==> src/rtl/seg7_scan_driver_if.sv <==
// Host-side bus of the seven-segment scan driver: display word/strobe in,
// anode/segment drive and frame marker out.
interface seg7_scan_driver_if;
    logic [31:0] data_in;
    logic [7:0]  dp_in;
    logic        load;
    logic [7:0]  an;
    logic [6:0]  seg;
    logic        dp;
    logic        frame_done;

    modport master (
        output data_in, dp_in, load,
        input  an, seg, dp, frame_done
    );

    modport slave (
        input  data_in, dp_in, load,
        output an, seg, dp, frame_done
    );
endinterface

==> src/rtl/seg7_scan_driver.sv <==
// Multiplexed seven-segment scanner: scan_clk-driven digit sequencer with
// blanking slots, double-buffered display word and leading-zero blanking.
module seg7_scan_driver #(
    parameter int NUM_DIGITS  = 8,
    parameter int DIGIT_TICKS = 3,
    parameter int LZ_SUPPRESS = 1
) (
    input  logic                clk,
    input  logic                rst,
    input  logic                scan_clk,
    seg7_scan_driver_if.slave   bus
);
    typedef enum logic [0:0] {ST_BLANK = 1'b0, ST_SHOW = 1'b1} state_t;

    localparam logic [3:0] LAST_CNT   = 4'(DIGIT_TICKS - 1);
    localparam logic [2:0] LAST_DIGIT = 3'(NUM_DIGITS - 1);

    logic        sync1_r, sync2_r, sync3_r;
    logic        tick_s;
    state_t      state_r, state_s;
    logic [2:0]  digit_r, digit_s;
    logic [3:0]  cnt_r, cnt_s;
    logic        wrap_s;
    logic [31:0] pending_data_r, shadow_data_r;
    logic [7:0]  pending_dp_r, shadow_dp_r;
    logic        pending_valid_r;
    logic [7:0]  an_r, an_s;
    logic [6:0]  seg_r, seg_s;
    logic        dp_r, dp_s;
    logic        frame_done_r;

    function automatic logic [6:0] hex_to_seg(input logic [3:0] nib);
        logic [6:0] s;
        case (nib)
            4'h0:    s = 7'b1000000;
            4'h1:    s = 7'b1111001;
            4'h2:    s = 7'b0100100;
            4'h3:    s = 7'b0110000;
            4'h4:    s = 7'b0011001;
            4'h5:    s = 7'b0010010;
            4'h6:    s = 7'b0000010;
            4'h7:    s = 7'b1111000;
            4'h8:    s = 7'b0000000;
            4'h9:    s = 7'b0010000;
            4'hA:    s = 7'b0001000;
            4'hB:    s = 7'b0000011;
            4'hC:    s = 7'b1000110;
            4'hD:    s = 7'b0100001;
            4'hE:    s = 7'b0000110;
            4'hF:    s = 7'b0001110;
            default: s = 7'h7F;
        endcase
        return s;
    endfunction

    // Digit idx is a leading zero when it and every higher active nibble are zero.
    function automatic logic lead_zero(input logic [31:0] d, input logic [2:0] idx);
        logic z;
        z = 1'b1;
        for (int i = 0; i < 8; i++) begin
            if ((i >= int'(idx)) && (i < NUM_DIGITS) && (d[4*i +: 4] != 4'h0)) begin
                z = 1'b0;
            end else begin
                z = z;
            end
        end
        return z && (idx != 3'd0);
    endfunction

    assign tick_s = sync2_r & ~sync3_r;

    // scan_clk synchroniser and rising-edge flop
    always_ff @(posedge clk or posedge rst) begin
        if (rst) begin
            sync1_r <= 1'b0;
            sync2_r <= 1'b0;
            sync3_r <= 1'b0;
        end else begin
            sync1_r <= scan_clk;
            sync2_r <= sync1_r;
            sync3_r <= sync2_r;
        end
    end

    // Sequencer state register
    always_ff @(posedge clk or posedge rst) begin
        if (rst) begin
            state_r <= ST_BLANK;
            digit_r <= 3'd0;
            cnt_r   <= 4'd0;
        end else begin
            state_r <= state_s;
            digit_r <= digit_s;
            cnt_r   <= cnt_s;
        end
    end

    // Sequencer next state: one step per tick, frame wrap after the last digit
    always_comb begin
        state_s = state_r;
        digit_s = digit_r;
        cnt_s   = cnt_r;
        wrap_s  = 1'b0;
        if (tick_s) begin
            case (state_r)
                ST_BLANK: begin
                    state_s = ST_SHOW;
                    cnt_s   = 4'd0;
                end
                ST_SHOW: begin
                    if (cnt_r == LAST_CNT) begin
                        state_s = ST_BLANK;
                        cnt_s   = 4'd0;
                        if (digit_r == LAST_DIGIT) begin
                            digit_s = 3'd0;
                            wrap_s  = 1'b1;
                        end else begin
                            digit_s = digit_r + 3'd1;
                        end
                    end else begin
                        cnt_s = cnt_r + 4'd1;
                    end
                end
                default: state_s = ST_BLANK;
            endcase
        end else begin
            state_s = state_r;
        end
    end

    // Pending/shadow double buffer; the shadow only changes at a frame wrap
    always_ff @(posedge clk or posedge rst) begin
        if (rst) begin
            pending_data_r  <= 32'h0;
            pending_dp_r    <= 8'h00;
            pending_valid_r <= 1'b0;
            shadow_data_r   <= 32'h0;
            shadow_dp_r     <= 8'h00;
        end else begin
            if (wrap_s && pending_valid_r) begin
                shadow_data_r <= pending_data_r;
                shadow_dp_r   <= pending_dp_r;
            end
            if (bus.load) begin
                pending_data_r  <= bus.data_in;
                pending_dp_r    <= bus.dp_in;
                pending_valid_r <= 1'b1;
            end else if (wrap_s) begin
                pending_valid_r <= 1'b0;
            end
        end
    end

    // Display drive for the current state and digit
    always_comb begin
        an_s  = 8'hFF;
        seg_s = 7'h7F;
        dp_s  = 1'b1;
        if (state_r == ST_SHOW) begin
            an_s = ~(8'h01 << digit_r);
            dp_s = ~shadow_dp_r[digit_r];
            if ((LZ_SUPPRESS != 0) && lead_zero(shadow_data_r, digit_r)) begin
                seg_s = 7'h7F;
            end else begin
                seg_s = hex_to_seg(shadow_data_r[{digit_r, 2'b00} +: 4]);
            end
        end else begin
            an_s = 8'hFF;
        end
    end

    // Registered display outputs and frame marker
    always_ff @(posedge clk or posedge rst) begin
        if (rst) begin
            an_r         <= 8'hFF;
            seg_r        <= 7'h7F;
            dp_r         <= 1'b1;
            frame_done_r <= 1'b0;
        end else begin
            an_r         <= an_s;
            seg_r        <= seg_s;
            dp_r         <= dp_s;
            frame_done_r <= wrap_s;
        end
    end

    assign bus.an         = an_r;
    assign bus.seg        = seg_r;
    assign bus.dp         = dp_r;
    assign bus.frame_done = frame_done_r;
endmodule

==> src/flat_wrapper.sv <==
// flat-port wrapper written by rule: the top's interface ports become plain ports
module seg7_scan_driver_flat 
#(
    parameter int NUM_DIGITS  = 8,
    parameter int DIGIT_TICKS = 3,
    parameter int LZ_SUPPRESS = 1
)
  (clk, rst, scan_clk, bus_data_in, bus_dp_in, bus_load, bus_an, bus_seg, bus_dp, bus_frame_done);
  seg7_scan_driver_if bus_i ();
  input  logic clk;
  input  logic rst;
  input  logic scan_clk;
  input wire logic [$bits(bus_i.data_in)-1:0] bus_data_in;
  input wire logic [$bits(bus_i.dp_in)-1:0] bus_dp_in;
  input wire logic [$bits(bus_i.load)-1:0] bus_load;
  output wire logic [$bits(bus_i.an)-1:0] bus_an;
  output wire logic [$bits(bus_i.seg)-1:0] bus_seg;
  output wire logic [$bits(bus_i.dp)-1:0] bus_dp;
  output wire logic [$bits(bus_i.frame_done)-1:0] bus_frame_done;
  assign bus_i.data_in = bus_data_in;
  assign bus_i.dp_in = bus_dp_in;
  assign bus_i.load = bus_load;
  assign bus_an = bus_i.an;
  assign bus_seg = bus_i.seg;
  assign bus_dp = bus_i.dp;
  assign bus_frame_done = bus_i.frame_done;
  seg7_scan_driver #(.NUM_DIGITS(NUM_DIGITS), .DIGIT_TICKS(DIGIT_TICKS), .LZ_SUPPRESS(LZ_SUPPRESS)) u_core (.clk(clk), .rst(rst), .scan_clk(scan_clk), .bus(bus_i));
endmodule
==> config.mk <==
export PLATFORM = sky130hd
export DESIGN_NAME = seg7_scan_driver_flat
export DESIGN_NICKNAME = d
export VERILOG_FILES = /design/src/rtl/seg7_scan_driver_if.sv /design/src/rtl/seg7_scan_driver.sv /design/src/flat_wrapper.sv
export SDC_FILE = /design/constraint.sdc
export NUM_CORES = 1
export LEC_CHECK = 0
export CAP_MARGIN = 0
export CORE_MARGIN = 2
export CORE_UTILIZATION = 40
export CTS_CLUSTER_SIZE = 30
export DETAILED_ROUTE_END_ITERATION = 12
export GPL_TIMING_DRIVEN = 0
export PLACE_DENSITY = 0.72
export SLEW_MARGIN = 20
export SYNTH_ARGS = -nofsm -noshare
export SYNTH_HDL_FRONTEND = slang
export SYNTH_SLANG_ARGS = --single-unit
==> constraint.sdc <==
create_clock -name clk -period 8.1 [get_ports clk]
set_input_delay 1.215 -clock clk [delete_from_list [all_inputs] [get_ports clk]]
set_output_delay 1.215 -clock clk [all_outputs]
set_load 0.01 [all_outputs]
# After elaboration in Yosys (flattened, before gate mapping)

Memory sizes are Yosys's and may differ from the RTL's.
Index checks and enable logic that the tools add are counted.

Bitwise logic cells: 5
Order comparisons: 8
Eq/ne operators: 2
Shift operators: 2
Reduce and logical (&&, ||, !) cells: 20
Mux-type cells: 26
Add/sub/neg operators: 2

Operators with widths:

| cell                                                                               | number |
|---|---|
| 4-bit nonzero test                                                                 | 8 |
| 32-bit by 6-bit indexed part select with 4-bit output                              | 1 |
| 1-bit two-way mux                                                                  | 18 |
| 7-bit two-way mux                                                                  | 2 |
| 3-bit greater-or-equal comparator, first input constant                            | 3 |
| 1-bit logical AND                                                                  | 9 |
| 8-bit two-way mux                                                                  | 1 |
| 8-bit inverter                                                                     | 1 |
| 4-bit case mux with 2 select lines                                                 | 1 |
| 1-bit by 3-bit left shift with 8-bit output, first input constant                  | 1 |
| 1-bit by 3-bit greater-or-equal comparator with 1-bit output, first input constant | 2 |
| 2-bit by 3-bit greater-or-equal comparator with 1-bit output, first input constant | 2 |
| 4-bit by 1-bit adder with 4-bit output, second input constant                      | 1 |
| 4-bit by 2-bit == test with 1-bit output, second input constant                    | 1 |
| 3-bit by 4-bit less-than comparator with 1-bit output, second input constant       | 1 |
| 4-bit two-way mux                                                                  | 1 |
| 3-bit by 1-bit adder with 3-bit output, second input constant                      | 1 |
| 1-bit binary-select mux with 3-bit select                                          | 1 |
| 3-bit == test, second input constant                                               | 1 |
| 3-bit two-way mux                                                                  | 1 |
| 1-bit inverter                                                                     | 3 |
| 3-bit AND reduction                                                                | 1 |
| 3-bit nonzero test                                                                 | 1 |
| 1-bit case mux with 2 select lines                                                 | 1 |
| other kinds (2)                                                                    | 2 |

Bits in registers: 109
ROM bits: 112
Memories: 1

Memories:

| name            | depth | bits a word | read ports | clocked after memory_dff | wr ports | RTL line               | text |
|---|---|---|---|---|---|---|---|
| (no name shown) | 16    | 7           | 1          | 0                        | 0        | seg7_scan_driver.sv:34 | `case (nib)` |

# Logic depth before layout (Yosys ltp)

Gate-level depths: netlist (run 1).

Depth after elaboration: 14
Mapped depth: 11

# Worst setup path after synthesis (run 1)

No wires, ideal clock.

Path kind: reg-to-reg
Start point: register u_core.digit_r[0]
End point: register u_core.seg_r[3], in the netlist u_core.bus.seg[3]
Required time: 8003 ps
Data arrival time: 2150 ps
Stages on the path, launching flop included: 12
Setup slack: 5853 ps
Path buffers: 2
Cell sequence: dfrtp_1 -> buf_6 -> buf_2 -> mux4_2 -> nand2_1 -> and2_1 -> inv_1 -> ha_1 -> inv_1 -> nor2_1 -> a211oi_1 -> o21ai_1

Longest elaborated chain between the ends: 14
Elaborated cells on any way between the ends: 29
Those cells by class: order compare (7); shift (1); mux (11); reduce/logical (9); memory (1)

Ends and longest elaborated chain:

| what                                                         | RTL line                | text |
|---|---|---|
| start, declared                                              | seg7_scan_driver.sv:21  | `logic [2:0] digit_r, digit_s;` |
| start signal, assigned                                       | seg7_scan_driver.sv:93  | `digit_r <= digit_s;` |
| 1-bit by 3-bit greater-or-equal comparator with 1-bit output | seg7_scan_driver.sv:61  | `if ((i >= int'(idx)) && (i < NUM_DIGITS) && (d[4*i +: 4] != 4'h0)) begin` |
| 1-bit logical AND                                            | seg7_scan_driver.sv:61  |  |
| 1-bit two-way mux (8 in series)                              | seg7_scan_driver.sv:61  |  |
| 1-bit two-way mux                                            | seg7_scan_driver.sv:159 | `if (state_r == ST_SHOW) begin` |
| 1-bit logical AND                                            | seg7_scan_driver.sv:67  | `return z && (idx != 3'd0);` |
| 7-bit two-way mux *                                          | seg7_scan_driver.sv:162 | `if ((LZ_SUPPRESS != 0) && lead_zero(shadow_data_r, digit_r)) begin` |
| 7-bit two-way mux *                                          | seg7_scan_driver.sv:159 |  |
| named net u_core.seg_s[3]                                    | seg7_scan_driver.sv:28  | `logic [6:0] seg_r, seg_s;` |
| end signal, assigned                                         | seg7_scan_driver.sv:181 | `seg_r <= seg_s;` |
| end, declared                                                | seg7_scan_driver.sv:28  |  |

Mark *: on every way through the listed nets, which the timed path passes. The rest lies on a longest branch. The select of a mux whose other input is x is not followed.
A chain may end at the register's enable or synchronous reset.

# Worst setup path after layout (run 1)

Ends and elaborated chain as after synthesis.

==> qor.csv, run 1 <==
metric,value,unit
status,finished clean,
Hold Buf Count CTS,0,
drt pass-1 iters,4,
# IOs,61,
initial antenna violation count,0,
static leakage,2.74,nW
GP Congestion,0.830,
Max-slew headroom,0.600,
"Arr. time, crit path",2.86,ns
post-synthesis register bit count,109,
minimum clock period,2.62,ns
CP endpoint kind,register,
clock-pin slew on the worst setup and hold paths,0.07,ns
largest net degree at the start of global routing,63,
chip height,115,µm
worst path cell trace,buf_6 -> buf_2 -> mux4_2 -> nand2_1 -> and2_1 -> inv_1 -> ha_1 -> inv_1 -> nor2_1 -> a211oi_1 -> o21ai_1,
Fin Setup TNS,0,ns
syn_area_per_cell,14.5,µm²
met2 WL,4390,µm
Layout area overhead,22.8,%
htree depth,3,
post-synthesis sequential area ratio,0.557,
Routed WL,8830,µm
# diodes,0,
Metal-1 WL,3960,µm
critical path start-end classification,reg -> reg,
Tot GR Track Use,0.147,
Worst EP required,8.34,ns
DR iter-0 viols,96,
clk buf depth,2,
Avg WL per Cell,15.7,µm
routed vias,2873,
TritonCTS clock tree,built,
syn nets,398,
vias in the first global route,3052,
Final Hold Fails,0,
root cell of the clock tree,clkbuf_16,
Syn Std Cell Area,4930,µm²
post_cts resized,0,
final clock skew,0.00978,ns
Worst Max-Slew Pin Slew,0.600,ns
max cap viols,0,
row cnt,40,
# nets final,469,
final count of pins violating max slew,0,
postcts setup bufs,0,
Chip Width,115,µm
Yosys warnings,0,
crit path max-delay cell type,mux4_2,
CP top delay family,buffers and inverters,
drt drc,0,
Die ar.,13200,µm²
final global-route overflow total,0,
Max Used Layer,met4,
Num CTS Buffers,9,
I/O Buffers,59,
Inst Count DP,547,
power per cell area,233,nW/µm²
clk sinks,109,
setup violators final,0,
worst hold path type,reg -> reg,
Initial Util,0.411,
Non-Filler Instances,563,
dominant cell type by count on the critical path,inv_1,
Met3 Wirelength,312,µm
core area,12000,µm²
crit-path max FO,10,
Final Cycle Share,0.324,
Netlist cell types,44,
slowest cell delay on critical path,0.53,ns
type of origin of the critical path,register,
Post-Syn Instances,340,
maximum VDD drop,0.118,mV
final antenna-violating net count,0,
hpwl dp,6720,µm
Critical path buffers and inverters,4,
first-pass GRT wire length,15200,µm
achievable clock frequency,381,MHz
layout cell share with drive strength beyond 1,0.344,
detailed-route vias per instance,5.10,
RSZ-0062 raised after global routing,no,
worst-skew pair later-pin latency,0.34,ns
[cell type report]
class / instances / area (µm²)
Buffer: 14 / 95.1
Clock inverter: 5 / 65.1
Inverter: 12 / 50.0
Tap cell: 147 / 184
Clock buffer: 11 / 253
Fill cell: 1042 / 5950
Timing Repair Buffer: 60 / 618
Multi-Input combinational cell: 205 / 2040
Sequential cell: 109 / 2750
[metrics by stage]
| stage | hold WS [ns] | power [mW] | utilization | cell area, µm² | setup slack [ns] |
|---|---|---|---|---|---|
| after floorplan | 0.331 | 0.850 | - | 4930 | 4.04 |
| after detailed placement | 0.346 | 0.977 | 0.478 | 5740 | 5.49 |
| after global placement | 0.347 | 0.962 | 0.475 | 5710 | 2.66 |
| final | 0.356 | 1.41 | 0.504 | 6060 | 5.48 |
| after CTS | 0.363 | 1.43 | 0.504 | 6060 | 5.47 |
| after global routing | 0.372 | 1.49 | 0.504 | 6060 | 5.34 |
[registers in the layout, indices dropped and copies added, names as in the netlist]
| signal | count |
|---|---|
| u_core.pending_data_r | 32 |
| u_core.shadow_data_r | 32 |
| u_core.bus.an | 8 |
| u_core.pending_dp_r | 8 |
| u_core.shadow_dp_r | 8 |
| u_core.bus.seg | 7 |
| u_core.cnt_r | 4 |
| u_core.digit_r | 3 |
| u_core.bus.dp | 1 |
| u_core.bus.frame_done | 1 |
| u_core.pending_valid_r | 1 |
| u_core.state_r | 1 |
| u_core.sync1_r | 1 |
| u_core.sync2_r | 1 |
| u_core.sync3_r | 1 |
[synthesized netlist by cell type, drive strengths merged]
cell	instances	area [µm²]
dfrtp	93	2330
mux2	85	1110
nand2	23	91.3
dfstp	16	420
ha	14	175
inv	12	45.1
nor2	11	41.3
buf	9	76.3
nor4	9	71.3
o21ai	9	45.0
mux4	8	180
nand3	6	30.0
clkbuf	5	18.8
a21oi	4	20.0
a211oi	3	22.5
a21o	3	22.5
nand2b	3	21.3
nor2b	3	18.8
o211ai	3	22.5
o221ai	3	26.3
nor3	2	10.0
o22ai	2	12.5
o31ai	2	15.0
a211o	1	8.76
a21boi	1	7.51
a31oi	1	6.26
and2	1	6.26
and3b	1	8.76
mux2i	1	22.5
nand3b	1	7.51
o2111ai	1	8.76
o21ba	1	10.0
o32ai	1	8.76
or2	1	6.26
or3	1	6.26
[layer usage]
metal  track usage  vias up
met5             0        -
met4        0.0506        0
met3        0.0274       12
met2         0.244       61
met1         0.194     1434
li1              -     1366
[cells by family after synthesis]
logic type / after synthesis / synth area share
flip-flops: 109 / 0.557
multiplexers: 94 / 0.266
adder cells (fa/ha/maj): 14 / 0.0355
AO/OA/AOI/OAI: 35 / 0.0479
AND/OR/NAND/NOR: 62 / 0.0647
buffers and inverters: 26 / 0.0284
[report_power, final]
group	total [mW]	leakage (nW)	internal, mW	switching [mW]
clock	0.450	0.157	0.260	0.190
sequential	0.662	1.35	0.624	0.0374
combinational	0.301	1.24	0.153	0.149
total	1.41	2.74	1.04	0.376
[worst reg2reg max path: cells and delay by family (launching register included)]
kind / cells / cell delay (ns)
DFF: 1 / 0.41
and+or+nand+nor: 3 / 0.36
muxes: 1 / 0.53
adders and majority gates: 1 / 0.23
AOI/OAI and AO/OA: 2 / 0.35
buffers and inverters: 4 / 0.64
[worst paths after layout]
path,cells past startpoint,slack (ns),start,endpoint
worst max-delay path,11,5.48,u_core.digit_r[0]$_DFFE_PP0P_,u_core.bus.seg[3]$_DFF_PP1_
worst max register to register,11,5.48,u_core.digit_r[0]$_DFFE_PP0P_,u_core.bus.seg[3]$_DFF_PP1_
worst min register to register,0,0.36,u_core.sync1_r$_DFF_PP0_,u_core.sync2_r$_DFF_PP0_
min in group asynchronous,2,1.27,rst,u_core.sync1_r$_DFF_PP0_
max in group asynchronous,3,6.14,rst,u_core.bus.seg[1]$_DFF_PP1_
worst min-delay path,0,0.36,u_core.sync1_r$_DFF_PP0_,u_core.sync2_r$_DFF_PP0_
[layout by cell type (no fill, tap or decap), drive strengths merged, types with 10 or more instances in the layout]
master and instances:
dfstp 16, nand2 23, clkbuf 16, mux2 85, ha 14, nor2 11, clkdlybuf4s50 59, buf 10
dfrtp 93, inv 14
Note: power is estimated with default switching activity, not from simulation.
==> inputs of run 2 (changes only) <==
==> constraint.sdc (replaced) <==
create_clock -name clk -period 2.5 [get_ports clk]
set_input_delay 0.375 -clock clk [delete_from_list [all_inputs] [get_ports clk]]
set_output_delay 0.375 -clock clk [all_outputs]
set_load 0.01 [all_outputs]
==> run 2 against run 1 <==
Register-to-register slack lost 5.3 ns; via count grew 0.45%; critical path depth shrank 2; global-route usage grew 0.22 points; sequential share of layout area grew 0.094 points; critical path type unchanged; worst setup slack lost 5.3 ns; sequential cell count is the same; power grew to 3.1 times the previous value; first-iteration DRC count grew 18%; fmax grew 15%; clock skew grew 0.00092 ns; core utilization shrank 0.10 points.
==> qor.csv, run 2 (synthesis gave the netlist of run 1 again) <==
metric,value,unit,change
power per cell area,732,nW/µm²,+210%
GP Congestion,0.819,,-1.3%
I/O Buffers,59,,unchanged
crit-path max FO,17,,+7
initial antenna violation count,0,,unchanged
drt drc,0,,unchanged
static leakage,2.73,nW,-0.48%
sw frac,0.270,,+0.00406
routed vias,2886,,+0.45%
Internal,3.23,mW,+210%
vias in the first global route,2956,,-3.1%
combinational share of power,0.222,,+0.009
largest net degree at the start of global routing,37,,-41%
clock-pin slew on the worst setup and hold paths,0.07,ns,about the same
status,finished clean,,
final antenna-violating net count,0,,unchanged
Chip Width,115,µm,unchanged
Clock Power Share,0.294,,-0.024
Die ar.,13200,µm²,unchanged
minimum clock period,2.28,ns,-0.345 ns
# IOs,61,,unchanged
worst hold path type,in -> async,,
Layout area overhead,22.6,%,
RSZ-0062 raised after global routing,no,,
maximum VDD drop,0.298,mV,+150%
"commonest non-fill, non-tap cell in the layout",dfrtp_1,,
Initial Util,0.411,,unchanged
TritonCTS clock tree,built,,
clk buf depth,2,,unchanged
type of origin of the critical path,register,,
Setup WS pre-CTS,-0.0809,ns,-5.57 ns
drt pass-1 iters,4,,unchanged
Pwr Total,4.42,mW,+210%
core area,12000,µm²,unchanged
layout cell share with drive strength beyond 1,0.345,,+0.00157
"Arr. time, crit path",2.54,ns,-0.32 ns
max cap viols,0,,unchanged
first-pass GRT wire length,15300,µm,+0.50%
# nets final,470,,+0.21%
root cell of the clock tree,clkbuf_16,,
CP endpoint kind,register,,
final count of pins violating max slew,0,,unchanged
Worst EP required,2.76,ns,-5.58 ns
Inst Count DP,549,,+0.37%
Worst Max-Slew Pin Slew,0.596,ns,-0.00354 ns
PnR worst setup slack,0.221,ns,-5.26 ns
chip height,115,µm,unchanged
Routed WL,9030,µm,+2.3%
final global-route overflow total,0,,unchanged
Final Hold Fails,0,,unchanged
Final Cycle Share,0.912,,+0.588
Avg WL per Cell,16.0,µm,+2.1%
Non-Filler Instances,564,,+0.18%
setup violators final,0,,unchanged
sequential power share,0.484,,+0.016
Max-slew headroom,0.602,,+0.00236
hpwl dp,6760,µm,+0.65%
most frequent cells in the layout,"93 x dfrtp_1, 59 x clkdlybuf4s50_1, 44 x mux2_2",,
sw power,1.19,mW,+220%
critical path start-end classification,reg -> reg,,
detailed-route vias per instance,5.12,,+0.27%
worst-skew pair later-pin latency,0.34,ns,about the same
final clock skew,0.0107,ns,+0.000925 ns
Fin Setup TNS,0,ns,unchanged
# diodes,0,,unchanged
DR iter-0 viols,113,,+18%
clk sinks,109,,unchanged
row cnt,40,,unchanged
achievable clock frequency,439,MHz,+15%
biggest regs,"u_core.pending_data_r: 32 flops, u_core.shadow_data_r: 32 flops",,
Tot GR Track Use,0.149,,+0.00221
htree depth,3,,unchanged
Num CTS Buffers,9,,unchanged
-- run 2: worst max-delay path: stages, from the launching register on --
cell and delay [ns]:
dfrtp_1 0.42, buf_6 0.19, mux4_2 0.34, nor2_1 0.04, nor2_1 0.34, inv_1 0.17, ha_1 0.30, nor2_1 0.05
a211oi_1 0.25, o21ai_1 0.09
-- run 2: power groups by stage --
stage                     Combinational (mW)  Clock (mW)  Sequential (mW)
final                                  0.980        1.30             2.14
after global routing                    1.08        1.41             2.17
after CTS                              0.997        1.35             2.14
after detailed placement               0.991           0             2.18
after global placement                 0.953           0             2.17
after floorplan                        0.561           0             2.19
-- run 2: metrics by stage --
step | area [µm²] | utilization | hold WS (ns)
after floorplan | 4940 | - | 0.331
after global placement | 5710 | 0.475 | 0.352
after detailed placement | 5770 | 0.480 | 0.347
after CTS | 6050 | 0.503 | 0.336
after global routing | 6040 | 0.503 | 0.361
final | 6040 | 0.503 | 0.335
-- run 2: cell type report --
cell class                 count  area [µm²]
clock inverter                 3        21.3
clock buffer                  13         250
sequential                   109        2750
multi-input combinational    205        2050
tap                          147         184
timing repair buffer          62         651
inverter                      12        48.8
fill                        1060        5970
buffer                        13        91.3
-- run 2: what timing repair did --
item,4_1_cts,5_1_grt
buffers inserted,0,0
gates resized for setup,2,3
setup endpoints to repair,2,7
hold buffers,0,0
pin swaps,0,0
-- run 2: final timing paths --
check / from / to / slack, ns / cells past startpoint
max in group asynchronous: rst / u_core.shadow_data_r[9]$_DFFE_PP0P_ / 1.47 / 4
min reg2reg: u_core.sync1_r$_DFF_PP0_ / u_core.sync2_r$_DFF_PP0_ / 0.36 / 0
max reg2reg: u_core.digit_r[0]$_DFFE_PP0P_ / u_core.bus.seg[3]$_DFF_PP1_ / 0.22 / 9
max: u_core.digit_r[0]$_DFFE_PP0P_ / u_core.bus.seg[3]$_DFF_PP1_ / 0.22 / 9
min: rst / u_core.shadow_dp_r[2]$_DFFE_PP0P_ / 0.33 / 2
min in group clk: u_core.sync1_r$_DFF_PP0_ / u_core.sync2_r$_DFF_PP0_ / 0.36 / 0
-- run 2: routing by layer --
layer | wire, µm | GRT usage
met5 | 0 | 0
met4 | 126 | 0.0506
met3 | 311 | 0.0306
met2 | 4470 | 0.245
met1 | 4120 | 0.198
==> inputs of run 3 (changes only) <==
--- a/config.mk
+++ b/config.mk
@@ -5,13 +5,15 @@
 export SDC_FILE = /design/constraint.sdc
 export NUM_CORES = 1
 export LEC_CHECK = 0
-export CAP_MARGIN = 0
+export CAP_MARGIN = 20
 export CORE_MARGIN = 2
 export CORE_UTILIZATION = 40
 export CTS_CLUSTER_SIZE = 30
 export DETAILED_ROUTE_END_ITERATION = 12
+export GPL_ROUTABILITY_DRIVEN = 0
 export GPL_TIMING_DRIVEN = 0
 export PLACE_DENSITY = 0.72
+export SKIP_CTS_REPAIR_TIMING = 1
 export SLEW_MARGIN = 20
 export SYNTH_ARGS = -nofsm -noshare
 export SYNTH_HDL_FRONTEND = slang
==> run 3 against run 2 <==
Worst hold slack worse by 0.0022 ns; die area unchanged; register-to-register slack worse by 0.05 ns; clock skew down 0.0016 ns; power up 0.71%; highest routed layer unchanged; first-iteration DRC count up 7.1%; clock power about the same.
==> qor.csv, run 3 (synthesis gave the netlist of run 1 again) <==
metric,value,unit,change
sw power,1.21,mW,+1.1%
I/O Buffers,59,,unchanged
# diodes,0,,unchanged
DR iter-0 viols,121,,+7.1%
dominant cell type by count on the critical path,inv_1,,
"commonest non-fill, non-tap cell in the layout",dfrtp_1,,
clk sinks,109,,unchanged
Internal,3.25,mW,+0.58%
vias in the first global route,2965,,+0.30%
static leakage,2.74,nW,+0.29%
Layout area overhead,23.0,%,
post-route cell area,6070,µm²,+0.37%
worst hold path type,in -> async,,
reg-to-reg endpoint,u_core.bus.seg[3]$_DFF_PP1_,,
CP endpoint kind,register,,
worst path cell trace,buf_6 -> buf_8 -> mux4_2 -> nand2_1 -> and2_4 -> inv_1 -> ha_1 -> inv_1 -> nor2_1 -> a211oi_2 -> o21ai_1,,
Critical path buffers and inverters,4,,+2
chip height,115,µm,unchanged
Reg-to-Reg Start,u_core.digit_r[0]$_DFFE_PP0P_,,
detailed-route vias per instance,5.12,,about the same
root cell of the clock tree,clkbuf_16,,
Reg2Reg Depth,11,,+2
maximum VDD drop,0.299,mV,+0.40%
slowest cell delay on critical path,0.50,ns,+0.08 ns
combinational share of power,0.226,,+0.004
Setup WS pre-CTS,-0.0809,ns,unchanged
achievable clock frequency,429,MHz,-2.3%
area of placed instances,5770,µm²,unchanged
Reg2Reg Setup Slack,0.17,ns,-0.05 ns
Worst EP required,2.76,ns,about the same
Num CTS Buffers,9,,unchanged
max cap viols,0,,unchanged
final clock skew,0.00912,ns,-0.00159 ns
Avg WL per Cell,16.1,µm,+0.25%
type of origin of the critical path,register,,
CP top delay family,multiplexers,,
Clock Power Share,0.293,,about the same
# IOs,61,,unchanged
minimum clock period,2.33,ns,+0.0528 ns
clock-pin slew on the worst setup and hold paths,0.07,ns,about the same
crit-path max FO,10,,-7
final antenna-violating net count,0,,unchanged
Routed WL,9070,µm,+0.43%
largest net degree at the start of global routing,37,,unchanged
core area,12000,µm²,unchanged
Non-Filler Instances,565,,+0.18%
TritonCTS clock tree,built,,
htree depth,3,,unchanged
initial antenna violation count,0,,unchanged
drt drc,0,,unchanged
Worst Max-Slew Pin Slew,0.602,ns,+0.00613 ns
routed vias,2892,,+0.21%
RSZ-0062 raised after global routing,no,,
Chip Width,115,µm,unchanged
Inst Count DP,549,,unchanged
status,finished clean,,
# nets final,471,,+0.21%
power per cell area,734,nW/µm²,+0.33%
layout cell share with drive strength beyond 1,0.352,,+0.00635
setup violators final,0,,unchanged
clk buf depth,2,,unchanged
most frequent cells in the layout,"93 x dfrtp_1, 59 x clkdlybuf4s50_1, 44 x mux2_2",,
sw frac,0.271,,+0.000930
worst-skew pair later-pin latency,0.34,ns,about the same
critical path start-end classification,reg -> reg,,
crit path max-delay cell type,mux4_2,,
Pwr Total,4.45,mW,+0.71%
Max-slew headroom,0.598,,-0.00409
first-pass GRT wire length,15300,µm,about the same
"Arr. time, crit path",2.59,ns,+0.05 ns
final count of pins violating max slew,0,,unchanged
final global-route overflow total,0,,unchanged
row cnt,40,,unchanged
hpwl dp,6760,µm,unchanged
Initial Util,0.411,,unchanged
Final Cycle Share,0.933,,+0.0211
Finished Core Util,0.505,,+0.00187
PnR worst setup slack,0.168,ns,-0.0528 ns
biggest regs,"u_core.pending_data_r: 32 flops, u_core.shadow_data_r: 32 flops",,
Final Hold Fails,0,,unchanged
sequential power share,0.481,,-0.003
Tot GR Track Use,0.149,,unchanged
Die ar.,13200,µm²,unchanged
drt pass-1 iters,4,,unchanged
## run 3: cell count changes in the layout (fill, tap and decap cells not counted), sizes merged
cell / before / now
buf: 11 / 12
## run 3: power by group through the flow
stage,Combinational (mW),Sequential [mW],Clock [mW]
floorplan,0.561,2.19,0
CTS,0.993,2.14,1.35
global placement,0.953,2.17,0
global route,1.11,2.17,1.41
finish,1.01,2.14,1.30
detailed placement,0.991,2.18,0
## run 3: routing by layer
metal | part of all wire | track usage | up-vias
met1 | 0.45 | 0.198 | 1440
met5 | 0 | 0 | -
met2 | 0.49 | 0.245 | 75
met3 | 0.042 | 0.0306 | 12
met4 | 0.016 | 0.0506 | 0
li1 | - | - | 1365
## run 3: worst max-delay path by stage
stage	slack (ns)	from	endpoint	depth (start not counted)
CTS	-0.09	u_core.digit_r[0]$_DFFE_PP0P_	u_core.bus.seg[3]$_DFF_PP1_	11
finish	0.17	u_core.digit_r[0]$_DFFE_PP0P_	u_core.bus.seg[3]$_DFF_PP1_	11
global route	0.02	u_core.digit_r[0]$_DFFE_PP0P_	u_core.bus.seg[3]$_DFF_PP1_	11
floorplan	0.25	u_core.digit_r[0]$_DFFE_PP0P_	u_core.bus.seg[3]$_DFF_PP1_	11
detailed placement	-0.08	u_core.digit_r[0]$_DFFE_PP0P_	u_core.bus.seg[3]$_DFF_PP1_	11
global placement	-0.14	rst	u_core.pending_data_r[11]$_DFFE_PP0P_	2
## run 3: worst register-to-register path, cell delays in order, from the launching register on
cell and delay (ns):
dfrtp_1 0.42, buf_6 0.18, buf_8 0.15, mux4_2 0.50
nand2_1 0.10, and2_4 0.17, inv_1 0.10, ha_1 0.21
inv_1 0.07, nor2_1 0.05, a211oi_2 0.21, o21ai_1 0.10
## run 3: final cells by class
class,count,area (µm²)
Buffer,14,106
Clock buffer,13,250
Clock inverter,3,21.3
Fill cell,1056,5940
Inverter,12,48.8
Multi-Input combinational cell,205,2060
Sequential cell,109,2750
Tap cell,147,184
Timing Repair Buffer,62,651
## run 3: stage by stage
stage | hold slack, ns | setup TNS (ns)
6_report | 0.333 | 0
5_1_grt | 0.361 | 0
4_1_cts | 0.336 | -0.123
3_5_place_dp | 0.347 | -0.101
3_3_place_gp | 0.352 | -12.66
2_1_floorplan | 0.331 | 0
